===== config.mk =====
export PLATFORM = sky130hd
export DESIGN_NAME = aud_play_ctrl
export DESIGN_NICKNAME = d
export VERILOG_FILES = /design/src/rtl/aud_play_ctrl.sv
export SDC_FILE = /design/constraint.sdc
export NUM_CORES = 1
export LEC_CHECK = 0
export ABC_AREA = 1
export CORE_ASPECT_RATIO = 1.1
export CORE_MARGIN = 5
export CORE_UTILIZATION = 45
export DETAILED_ROUTE_END_ITERATION = 10
export HOLD_SLACK_MARGIN = 0.08
export PLACE_DENSITY = 0.78
export SKIP_LAST_GASP = 1
export SYNTH_ARGS = -nofsm -noshare
export SYNTH_HDL_FRONTEND = slang
export SYNTH_SLANG_ARGS = --single-unit

===== constraint.sdc =====
create_clock -name i_clk -period 3.61 [get_ports i_clk]
set_clock_uncertainty 0.2 [all_clocks]
set_input_delay 0.361 -clock i_clk [delete_from_list [all_inputs] [get_ports i_clk]]
set_output_delay 0.361 -clock i_clk [all_outputs]
set_load 0.05 [all_outputs]

===== src/rtl/aud_play_ctrl.sv =====
// Playback sequencer: fetches one SRAM sample per DAC frame and feeds the I2S serializer,
// with start/pause/stop control and fast (skip) / slow (zero-order hold) playback.
module aud_play_ctrl #(
  parameter int unsigned ADDR_W = 20,
  parameter int unsigned DATA_W = 16
) (
  input  logic              i_clk,
  input  logic              i_rst,
  input  logic              i_start,
  input  logic              i_pause,
  input  logic              i_stop,
  input  logic              i_fast,
  input  logic              i_slow,
  input  logic [2:0]        i_speed,
  input  logic [ADDR_W-1:0] i_end_addr,
  input  logic              i_daclrck,
  output logic [ADDR_W-1:0] o_sram_addr,
  output logic              o_sram_rd,
  input  logic [DATA_W-1:0] i_sram_data,
  input  logic              i_sram_valid,
  output logic [DATA_W-1:0] o_dac_data,
  output logic              o_player_en,
  output logic              o_busy,
  output logic              o_done
);

  typedef enum logic [2:0] {StIdle, StWait, StFetch, StPaused, StDone} state_e;

  state_e              r_state, w_state_nxt;
  logic [ADDR_W-1:0]   r_addr, w_addr_nxt;
  logic [2:0]          r_rep_cnt, w_rep_nxt;
  logic [3:0]          r_step, w_step_nxt;
  logic                r_lrck;
  logic                r_sram_rd, w_rd_nxt;
  logic [DATA_W-1:0]   r_dac_data, w_dac_nxt;
  logic                r_player_en, r_busy, r_done;

  logic                w_tick, w_fast, w_slow, w_last;
  logic [3:0]          w_f;
  logic [ADDR_W:0]     w_sum;

  assign w_tick = i_daclrck & ~r_lrck;
  assign w_fast = i_fast & ~i_slow;
  assign w_slow = i_slow & ~i_fast;
  assign w_f    = {1'b0, i_speed} + 4'd1;
  // Extra MSB catches address overflow, which also ends playback.
  assign w_sum  = {1'b0, r_addr} + {{(ADDR_W-3){1'b0}}, r_step};
  assign w_last = w_sum > {1'b0, i_end_addr};

  always_comb begin
    w_state_nxt = r_state;
    w_addr_nxt  = r_addr;
    w_rep_nxt   = r_rep_cnt;
    w_step_nxt  = r_step;
    w_rd_nxt    = 1'b0;
    w_dac_nxt   = r_dac_data;
    if (r_state != StIdle && i_stop) begin
      w_state_nxt = StIdle;
      w_addr_nxt  = '0;
      w_rep_nxt   = '0;
      w_dac_nxt   = '0;
    end else begin
      unique case (r_state)
        StIdle: begin
          if (i_start) begin
            w_state_nxt = StWait;
            w_addr_nxt  = '0;
            w_rep_nxt   = '0;
          end
        end
        StWait: begin
          if (i_pause) begin
            w_state_nxt = StPaused;
            w_dac_nxt   = '0;
          end else if (w_tick) begin
            if (w_slow && (r_rep_cnt < i_speed)) begin
              w_rep_nxt = r_rep_cnt + 3'd1;
            end else begin
              w_rep_nxt   = '0;
              w_rd_nxt    = 1'b1;
              w_step_nxt  = w_fast ? w_f : 4'd1;
              w_state_nxt = StFetch;
            end
          end
        end
        StFetch: begin
          // Pausing abandons the read; addr is untouched so the sample is refetched.
          if (i_pause) begin
            w_state_nxt = StPaused;
            w_dac_nxt   = '0;
          end else if (i_sram_valid) begin
            w_dac_nxt = i_sram_data;
            if (w_last) begin
              w_state_nxt = StDone;
            end else begin
              w_addr_nxt  = w_sum[ADDR_W-1:0];
              w_state_nxt = StWait;
            end
          end
        end
        StPaused: begin
          if (i_start) w_state_nxt = StWait;
        end
        StDone: begin
          w_state_nxt = StIdle;
          w_addr_nxt  = '0;
          w_dac_nxt   = '0;
        end
        default: begin
          w_state_nxt = StIdle;
          w_addr_nxt  = '0;
          w_dac_nxt   = '0;
        end
      endcase
    end
  end

  always_ff @(posedge i_clk or posedge i_rst) begin
    if (i_rst) begin
      r_state     <= StIdle;
      r_addr      <= '0;
      r_rep_cnt   <= '0;
      r_step      <= 4'd1;
      r_lrck      <= 1'b0;
      r_sram_rd   <= 1'b0;
      r_dac_data  <= '0;
      r_player_en <= 1'b0;
      r_busy      <= 1'b0;
      r_done      <= 1'b0;
    end else begin
      r_state     <= w_state_nxt;
      r_addr      <= w_addr_nxt;
      r_rep_cnt   <= w_rep_nxt;
      r_step      <= w_step_nxt;
      r_lrck      <= i_daclrck;
      r_sram_rd   <= w_rd_nxt;
      r_dac_data  <= w_dac_nxt;
      r_player_en <= (w_state_nxt == StWait) || (w_state_nxt == StFetch);
      r_busy      <= (w_state_nxt != StIdle);
      r_done      <= (w_state_nxt == StDone);
    end
  end

  assign o_sram_addr = r_addr;
  assign o_sram_rd   = r_sram_rd;
  assign o_dac_data  = r_dac_data;
  assign o_player_en = r_player_en;
  assign o_busy      = r_busy;
  assign o_done      = r_done;

endmodule


### Word level (Yosys, flattened, before mapping)

Index checks and enable logic that the tools add are counted.
Widths: inputs -> output; s select.

* $add $sub $neg: 3
* order comparisons: 2
* eq/ne operators: 16
* multiplexer cells: 32
* bitwise gates (word level): 9
* reduce and logical (&&, ||, !) cells: 13

Operators by type and width (count)
* $mux 20: 5
* $mux 16: 4
* $pmux 20 s3: 1
* $pmux 16 s3: 1
* $mux 3: 13
* $add 20x4->21: 1
* $gt 21x20->1: 1
* $ne 3x3->1 const B: 7
* $reduce_and 5->1: 2
* $eq 3x2->1 const B: 3
* $pmux 3 s3: 1
* $reduce_bool 3->1: 3
* $eq 3x1->1 const B: 2
* $not 1->1: 6
* $pmux 3 s2: 1
* $mux 1: 5
* $add 3x1->4 const B: 1
* $mux 4: 1
* $ne 2x1->1 const B: 2
* $ne 4x4->1 const B: 1
* $reduce_and 4->1: 1
* $reduce_or 2->1: 2
* $add 3x1->3 const B: 1
* $and 1x1->1: 3
* 6 further kinds: 7

* flip-flop bits (word level): 51
* bits of input ports: 48
* output and inout bits: 40
* logic and storage cells: 85

### Depth between registers and ports, before layout

Gate-level depths: netlist of run 1.

* depth after elaboration: 10
* depth in mapped cells: 27

### Least setup slack after synthesis of run 1

Ideal clock, no wire load.

* kind: reg2reg
* start: register r_addr[0], in the netlist o_sram_addr[0]
* end: register r_addr[9], in the netlist o_sram_addr[9]
* library setup time: 74 ps
* arrival: 3574 ps
* required time: 3336 ps
* setup slack: -238 ps
* stages on the path, launching flop included: 28
* path buffers: 1
* cell sequence: dfrtp_1 ha_1 inv_1 fa_1 inv_1 nand2_1 nand2_2 nand2_4 nor3_4 nand2_2 nor2_1 nand3_1 xor2_1 inv_1 ha_1 nand4_1 nor2_1 nand2_1 nand2_1 nand2_1 nand3_1 nand2_1 nand2_2 nand2_4 nand2_4 buf_6 nand2_1 o21ai_2

* word-level cells in the longest chain between the ends: 6

RTL lines
* start: declaration: RTL line 30 `logic [ADDR_W-1:0] r_addr, w_addr_nxt;`
* start signal: assignment: RTL line 132 `r_addr <= w_addr_nxt;`
* $add 20x4->21 *: RTL line 47 `assign w_sum = {1'b0, r_addr} + {{(ADDR_W-3){1'b0}}, r_step};`
* parallel branches: the longest is 5 deep, another holds $gt 21x20->1

Mark *: on every way between the ends. The select of a mux whose other input is x is not followed.
A chain may end at the register's enable or synchronous reset.

### Final worst setup path of run 1

* start: register r_step[0]
* end: register r_addr[14], in the netlist o_sram_addr[14]

* word-level cells in the longest chain between the ends: 6

RTL lines
* start: declaration: RTL line 32 `logic [3:0] r_step, w_step_nxt;`
* start signal: assignment: RTL line 134 `r_step <= w_step_nxt;`
* $add 20x4->21 *: RTL line 47
* parallel branches: the longest is 5 deep, another holds $gt 21x20->1

Marks and branches as above.

==> flow_summary.yaml, run 1 <==
outcome:
  outcome: "finished, violations left"
  violations: "negative setup slack"
pwr:
  switching_share_pct: 40.0
  irDropWorstVdd_mv: 0.469
  p_total_mw: 2.19
  pwr-share-clk_pct: 21.3
  p_switching_mw: 0.877
  p_per_area_nw_per_um2: 438
  seqPwrFrac_pct: 31.2
  power_frac_comb_pct: 47.4
  internal_power_mw: 1.32
  leakagePower_nw: 2.50
drt:
  drc_errors: 0
  wirelength_um: 9180
  post_drt_wl_per_cell_um: 13.3
  antenna_left: 0
  vias: 3384
  drt_iter0_markers: 113
  drtPass1Iterations: 4
  vias_per_cell: 4.91
clock_network:
  cts_tree: "yes"
  cts_sinks: 51
  cts.path.max_buffers: 2
  clk_latency_ns: 0.30
  clkTransAtPathRegs_ns: 0.09
  numCtsBuffers: 5
  clockRootBuffer: "clkbuf_8"
  ctsHtreeMaxLevel: 2
global_route:
  grt_max_degree: 41
  grt.total_usage_pct: 19.5
  antenna_found_initial: 0
  grt_first_pass_wirelength_um: 15400
  grt_pass1_vias: 3594
  gr-total-overflow: 0
worst_setup_path:
  cp_slowest_cell: "dfstp_2"
  required_ns: 3.64
  start_kind: "flip-flop"
  cp_common_cell: "nand2_1"
  max_stage_delay_ns: 0.57
  end_kind: "flip-flop"
  crit_type: "flip-flop to flip-flop"
  path_max_fanout: 7
  crit_arrival_ns: 3.81
sta:
  max_freq_ghz: 0.265
  period_share_pct: 105
  slew_violations: 0
  worst_pin_slew_ns: 0.852
  hold_viol: 0
  fin_tns_setup_ns: -2.81
  min_period_ns: 3.78
  setup_viol: 23
  finalWorstSetupSlack_ns: -0.165
  grt_setup_unrepaired: "yes"
  slew_headroom_pct: 43.2
synthesis:
  ys_top_cells_by_count: "nand2_1 (102), inv_1 (92), dfrtp_1 (50)"
  syn_inst: 469
  yosysSeqAreaShare_pct: 35.9
  synth_top_cell_by_area: "dfrtp_1"
  yosysMostFrequentCell: "nand2_1"
  syn-num-nets: 546
  synth_edf_count: 0
  synth_ff_type: "dfrtp_1"
  ys_async_sr_fraction_pct: 100
  ys_top_cells_by_area: "dfrtp_1 (35%), nand2_1 (11%), ha_1 (9.8%)"
  syn_area_per_cell_um2: 7.59
  netlist_area_um2: 3560
  ys_warn_count: 0
  synth-seq-cells: 51
  yosysUniqueCellTypes: 38
  synth_top_area_share_pct: 35.2
floorplan:
  io_pins: 88
  design.die.area_um2: 9790
  core_area_um2: 7830
  die_w_um: 94.8
  placementRows: 34
  start_util_pct: 45.5
  die_y_um: 103
layout:
  stdcell_area_um2: 5010
  area_delta_synth_final_pct: 40.8
  final_util_pct: 64.0
  drive_above_1_share_pct: 18.4
  nNetsFinal: 657
  diodes: 0
job:
  maxCapViolations: 0
place:
  gp_congestion: 0.993
  hpwl_um: 7170
  io_buffers: 87
  place_area_um2: 4700
  pre_cts_slack_ns: -0.169
worst_hold_path:
  min-delay-path-class: "flip-flop to flip-flop"
## final timing paths
kind / startpoint / endpoint / slack, ns / cells past startpoint
worst max-delay path: r_step[0] / o_sram_addr[14] / -0.17 / 27
worst min-delay path: r_step[3] / r_step[3] / 0.31 / 2
worst max register to register: r_step[0] / o_sram_addr[14] / -0.17 / 27
worst min register to register: r_step[3] / r_step[3] / 0.31 / 2
max in group asynchronous: i_rst / r_state[2] / 2.16 / 3
min in group asynchronous: i_rst / o_dac_data[6] / 0.36 / 2
## power groups by stage
stage	clock network (mW)	registers, mW	logic, mW
after floorplan	0	0.809	0.553
after CTS	0.480	0.685	0.994
final	0.468	0.685	1.04
after global placement	0	0.694	0.913
after detailed placement	0	0.695	0.949
after global routing	0.502	0.693	1.15
## metal layers
metal	GRT usage, %	up-vias	wire (µm)
li1	-	1697	-
met1	21.0	1571	3580
met2	37.4	96	4920
met3	3.62	20	440
met4	7.99	0	240
met5	0	-	0
## kinds of logic after synthesis
kind of cell,synth area share (%)
AND/OR/NAND/NOR,25.8
buffers and inverters,11.9
AO/OA/AOI/OAI,11.5
flip-flops,35.9
adder cells (fa/ha/maj),10.4
XOR/XNOR,4.43
## what timing repair did
item,in CTS,in global routing
gates resized for setup,19,11
cloned,0,1
pin swaps,5,3
hold buffers,0,0
setup buffers,4,2
endpoints found under the setup margin,23,25
## area by class of cell
cell class	instances	area (µm²)
sequential	51	1280
inverter	96	365
timing repair buffer	113	1120
multi-input combinational	313	1970
tap	108	135
clock inverter	2	60.1
fill	694	2820
clock buffer	6	72.6
## layout by cell type (no fill, tap or decap), types with 7 or more instances in the layout
cell,instances
a21oi_1,15
buf_4,20
clkdlybuf4s50_1,87
dfrtp_1,47
ha_1,26
inv_1,89
nand2_1,90
nand2_2,22
nand3_1,40
nor2_1,22
nor2_2,7
o21ai_0,16
o21ai_1,9
o21ai_2,15
xor2_1,11
## flip-flops by register name, summed over array words and instances (netlist names)
signal       count
r_rep_cnt        3
r_state          3
o_dac_data      16
r_lrck           1
o_player_en      1
r_step           4
o_sram_rd        1
o_sram_addr     20
o_done           1
o_busy           1
## worst max-delay path: cells and delay by family (launching register included)
| family | cells | cell delay, ns |
|---|---|---|
| XOR/XNOR | 1 | 0.17 |
| AND/OR/NAND/NOR | 18 | 1.51 |
| flip-flops | 1 | 0.57 |
| buffers and inverters | 4 | 0.39 |
| adder cells (fa/ha/maj) | 3 | 0.80 |
| AO/OA/AOI/OAI | 1 | 0.06 |
## through the flow
| step | cells | hold slack (ns) |
|---|---|---|
| 6_report | 689 | 0.314 |
| 3_3_place_gp | 674 | 0.295 |
| 3_5_place_dp | 674 | 0.295 |
| 5_1_grt | 689 | 0.326 |
| 2_1_floorplan | 469 | 0.192 |
| 4_1_cts | 686 | 0.318 |
Power figures use the tool's default switching activity.
==> inputs of run 2 (changes only) <==
--- a/config.mk
+++ b/config.mk
@@ -7,5 +7,5 @@
 export LEC_CHECK = 0
 export ABC_AREA = 1
-export CORE_ASPECT_RATIO = 1.1
+export CORE_ASPECT_RATIO = 2
 export CORE_MARGIN = 5
 export CORE_UTILIZATION = 45
--- a/constraint.sdc
+++ b/constraint.sdc
@@ -3,3 +3,3 @@
 set_input_delay 0.361 -clock i_clk [delete_from_list [all_inputs] [get_ports i_clk]]
 set_output_delay 0.361 -clock i_clk [all_outputs]
-set_load 0.05 [all_outputs]
+set_load 0.1 [all_outputs]
==> run 2 against run 1 <==
Net effect:
- the flow still finishes with violations (negative setup slack)
- total power increased by 7.8%
- sequential cell count unchanged
- die area increased by 1.1%
- cell count decreased by 1.6%
- core utilization increased by 0.59 points
- highest routed layer unchanged
==> flow_summary.yaml, run 2 (synthesized netlist as in run 1, its figures left out) <==
global_route:
  grt_pass1_vias: 3226
  grt_first_pass_wirelength_um: 14400
  grt.total_usage_pct: 18.1
  gr-total-overflow: 0
  antenna_found_initial: 0
  grt_max_degree: 52
sta:
  hold_viol: 0
  slew_headroom_pct: 27.0
  min_period_ns: 3.79
  max_freq_ghz: 0.264
  holdWs_ns: 0.310
  setup_viol: 23
  slew_violations: 0
  grt_setup_unrepaired: "yes"
  period_share_pct: 105
  worst_pin_slew_ns: 1.09
  finalWorstSetupSlack_ns: -0.183
layout:
  num-fill-cells: 695
  drive_above_1_share_pct: 18.0
  final_common_cell: "nand2_1"
  nNetsFinal: 658
  diodes: 0
  area_delta_synth_final_pct: 42.1
  most-common-layout-cells: "nand2_1 (95), inv_1 (89), clkdlybuf4s50_1 (87)"
  stdcell_area_um2: 5050
  final_util_pct: 64.6
  largest_register_ffs: 20
drt:
  drc_errors: 0
  drt_iter0_markers: 148
  post_drt_wl_per_cell_um: 13.3
  wirelength_um: 8990
  vias_per_cell: 4.87
  drtPass1Iterations: 4
  vias: 3299
  antenna_left: 0
job:
  maxCapViolations: 0
pwr:
  irDropWorstVdd_mv: 0.340
  leakagePower_nw: 2.56
  p_per_area_nw_per_um2: 468
floorplan:
  start_util_pct: 45.5
  die_y_um: 136
  die_w_um: 72.9
  design.die.area_um2: 9890
  core_area_um2: 7830
  io_pins: 88
  placementRows: 46
place:
  place_area_um2: 4690
  gp_congestion: 0.905
  io_buffers: 87
  hpwl_um: 6700
worst_setup_path:
  cp.buffers_inverters: 3
  crit_arrival_ns: 3.77
  crit_type: "flip-flop to flip-flop"
  start_kind: "flip-flop"
  cp_top_family: "simple AND/OR/NAND/NOR gates"
  end_kind: "flip-flop"
  required_ns: 3.59
  path_max_fanout: 6
  cp_slowest_cell: "dfstp_2"
  max_stage_delay_ns: 0.56
  cp_common_cell: "nand2_2"
clock_network:
  cts_sinks: 51
  clk_latency_ns: 0.29
  cts.path.max_buffers: 2
  cts_hold_buf: 0
  clockRootBuffer: "clkbuf_16"
  ctsHtreeMaxLevel: 2
  numCtsBuffers: 5
  cts_tree: "yes"
  clkTransAtPathRegs_ns: 0.07
worst_hold_path:
  min-delay-path-class: "flip-flop to flip-flop"
outcome:
  violations: "negative setup slack"
  outcome: "finished, violations left"
[run 2: changes by cell type in the layout (fill, tap and decap cells not counted), sizes merged]
cell,before,now
bufinv,2,0
inv,95,97
buf,25,24
clkbuf,7,8
clkinvlp,0,1
[run 2: path summary, 6_finish.rpt]
kind	from	end	slack, ns	cells after the start
max	r_step[0]	o_sram_addr[12]	-0.18	25
min	r_step[2]	r_step[2]	0.31	2
max reg2reg	r_step[0]	o_sram_addr[12]	-0.18	25
min reg2reg	r_step[2]	r_step[2]	0.31	2
max in group asynchronous	i_rst	o_sram_addr[0]	2.00	2
min in group asynchronous	i_rst	o_dac_data[4]	0.48	2
[run 2: timing repair]
item,4_1_cts,5_1_grt
endpoints found under the setup margin,23,25
pin swaps,2,5
cloned,0,3
gates resized for setup,2,24
setup buffers,2,1
[run 2: routing by layer]
layer	up-vias	track usage (%)	part of all wire (%)
met5	-	0	0
met4	0	5.44	2.3
met3	16	2.82	4.7
met2	76	31.1	51
met1	1509	22.9	42
li1	1698	-	-
[run 2: where the power goes]
part	switching (mW)	leakage, nW	internal [mW]	total (mW)
Sequential	0.0421	0.691	0.642	0.684
Combinational	0.781	1.79	0.414	1.19
Clock	0.222	0.0748	0.263	0.486
[run 2: final cells by class]
type | instances | area (µm²) | area share, %
multi-input combinational | 313 | 1990 | 39.3
clock inverter | 3 | 26.3 | 0.520
tap | 96 | 120 | 2.38
inverter | 96 | 364 | 7.20
sequential | 51 | 1280 | 25.3
clock buffer | 5 | 125 | 2.48
timing repair buffer | 114 | 1150 | 22.8
[run 2: per-stage QoR]
stage | cells | setup WS [ns] | total power [mW] | TNS, ns
floorplan | 469 | -0.214 | 1.48 | -4.05
global placement | 664 | -0.0239 | 1.73 | -0.123
detailed placement | 664 | -0.0842 | 1.75 | -1.29
CTS | 674 | -0.108 | 2.24 | -1.74
global route | 678 | -0.434 | 2.52 | -9.18
finish | 678 | -0.183 | 2.36 | -3.19
[run 2: tightest hold or removal path: cells and delay by family, from the launching register on]
| kind | cells | cell delay, ns |
|---|---|---|
| AO/OA/AOI/OAI | 1 | 0.06 |
| flip-flops | 1 | 0.36 |
| AND/OR/NAND/NOR | 1 | 0.06 |
==> inputs of run 3 (changes only) <==
Settings changed: PLACE_DENSITY 0.78 to 0.77.
==> run 3 against run 2 <==
Net effect:
- sequential cell count unchanged
- sequential share of layout area down 0.58 points
- wire length up 5.1%
- largest cell class unchanged
- the run still ends with negative setup slack left
- cell count up 1.0%
- non-clock buffer count up 7
- first-iteration DRC count up 16%
- cell area up 2.4%
- hold slack worse by 0.015 ns
- highest routed layer unchanged
- combinational power up 5%
==> flow_summary.yaml, run 3 (synthesized netlist as in run 1, its figures left out) <==
sta:
  holdWs_ns: 0.295
  hold_viol: 0
  worst_pin_slew_ns: 0.983
  fin_tns_setup_ns: -3.92
  period_share_pct: 106
  grt_setup_unrepaired: "yes"
  slew_violations: 0
  min_period_ns: 3.84
  slew_headroom_pct: 34.3
  max_freq_ghz: 0.261
  setup_viol: 23
  finalWorstSetupSlack_ns: -0.225
floorplan:
  design.die.area_um2: 9890
  placementRows: 46
  die_y_um: 136
  die_w_um: 72.9
  start_util_pct: 45.5
  core_area_um2: 7830
  io_pins: 88
drt:
  post_drt_wl_per_cell_um: 13.8
  drt_iter0_markers: 172
  antenna_left: 0
  vias: 3423
  drc_errors: 0
  wirelength_um: 9450
  drtPass1Iterations: 4
  vias_per_cell: 5.00
worst_setup_path:
  cp_common_cell: "nand2_2"
  crit_arrival_ns: 3.81
  required_ns: 3.59
  end_kind: "flip-flop"
  rr_worst_depth: 24
  max_stage_delay_ns: 0.56
  critPathLaunch: "r_step[0]"
  crit_type: "flip-flop to flip-flop"
  rr_startpoint: "r_step[0]"
  reg2reg_setup_slack_ns: -0.23
  crit_chain: "ha_4 > inv_2 > fa_2 > inv_2 > nand2_2 > nand2_2 > nand2_4 > nor3_4 > nand2_2 > nor2_2 > nand3_2 > nor2_4 > xor2_2 > ha_1 > nand3_1 > a21oi_1 > nand3_1 > nand2_2 > nand2_4 > nand2_4 > nand2_8 > buf_12 > nand2_1 > nand2_1"
  path_max_fanout: 8
  cp_slowest_cell: "dfstp_2"
  crit_end: "o_sram_addr[11]"
  r2r-end: "o_sram_addr[11]"
  start_kind: "flip-flop"
clock_network:
  clk_latency_ns: 0.30
  cts.path.max_buffers: 2
  clkTransAtPathRegs_ns: 0.07
  cts_sinks: 51
  ctsHtreeMaxLevel: 2
  clockRootBuffer: "clkbuf_16"
  numCtsBuffers: 5
  cts_tree: "yes"
layout:
  num-fill-cells: 667
  final_common_cell: "inv_1"
  multi_input_area_um2: 2030
  drive_above_1_share_pct: 20.7
  nNetsFinal: 665
  most-common-layout-cells: "inv_1 (89), nand2_1 (87), clkdlybuf4s50_1 (87)"
  area_delta_synth_final_pct: 45.4
  diodes: 0
  stdcell_area_um2: 5170
  ff_latch_area_um2: 1280
  largest_register_ffs: 20
outcome:
  outcome: "finished, violations left"
  violations: "negative setup slack"
job:
  maxCapViolations: 0
global_route:
  grt.total_usage_pct: 18.2
  gr-total-overflow: 0
  grt_max_degree: 41
  antenna_found_initial: 0
  grt_first_pass_wirelength_um: 14500
  grt_pass1_vias: 3191
pwr:
  p_per_area_nw_per_um2: 481
  leakagePower_nw: 2.63
  irDropWorstVdd_mv: 0.335
place:
  pre_cts_slack_ns: -0.131
  hpwl_um: 6590
  place_area_um2: 4700
  io_buffers: 87
  gp_congestion: 0.935
worst_hold_path:
  min-delay-path-class: "flip-flop to flip-flop"
==> run 3: final cells by class <==
class,instances,area share [%]
inverter,96,6.99
clock inverter,3,0.919
timing repair buffer,121,23.4
clock buffer,5,2.42
tap,96,2.32
sequential,51,24.8
multi-input combinational,313,39.2
==> run 3: timing repair <==
action,4_1_cts,5_1_grt
pin swaps,2,3
endpoints found under the setup margin,23,25
buffers inserted,5,3
gates cloned,0,4
hold buffers,0,0
resized for setup,9,30
==> run 3: power breakdown <==
group / internal, mW / switching, mW / leakage [nW]
combinational: 0.441 / 0.806 / 1.86
clock: 0.331 / 0.225 / 0.0844
sequential: 0.642 / 0.0426 / 0.691
total: 1.41 / 1.07 / 2.63
==> run 3: worst min path at each step <==
stage,startpoint,to,cells after the start
CTS,r_step[2],r_step[2],2
finish,r_step[2],r_step[2],2
floorplan,i_daclrck,r_lrck,0
global route,i_daclrck,r_lrck,1
global placement,r_step[2],r_step[2],2
detailed placement,r_step[2],r_step[2],2
==> run 3: critical path, delay by kind of cell, from the launching register on <==
| kind | cells | cell delay (ns) |
|---|---|---|
| adder cells (fa/ha/maj) | 3 | 0.79 |
| buffers and inverters | 3 | 0.28 |
| AND/OR/NAND/NOR | 16 | 1.54 |
| AO/OA/AOI/OAI | 1 | 0.24 |
| flip-flops | 1 | 0.56 |
| XOR/XNOR | 1 | 0.08 |
==> run 3: metrics by stage <==
stage	instances	power (mW)	utilization (%)
floorplan	469	1.48	-
global placement	665	1.72	60.0
detailed placement	665	1.74	60.0
CTS	678	2.32	63.2
global route	685	2.61	66.1
finish	685	2.49	66.1
==> run 3: per-layer routing <==
layer	share of wire, %	global-route usage [%]	vias to the layer above
met2	51	30.7	111
met4	2.2	5.24	0
met1	41	23.8	1570
met5	0	0	-
met3	5.4	2.67	21
li1	-	-	1721
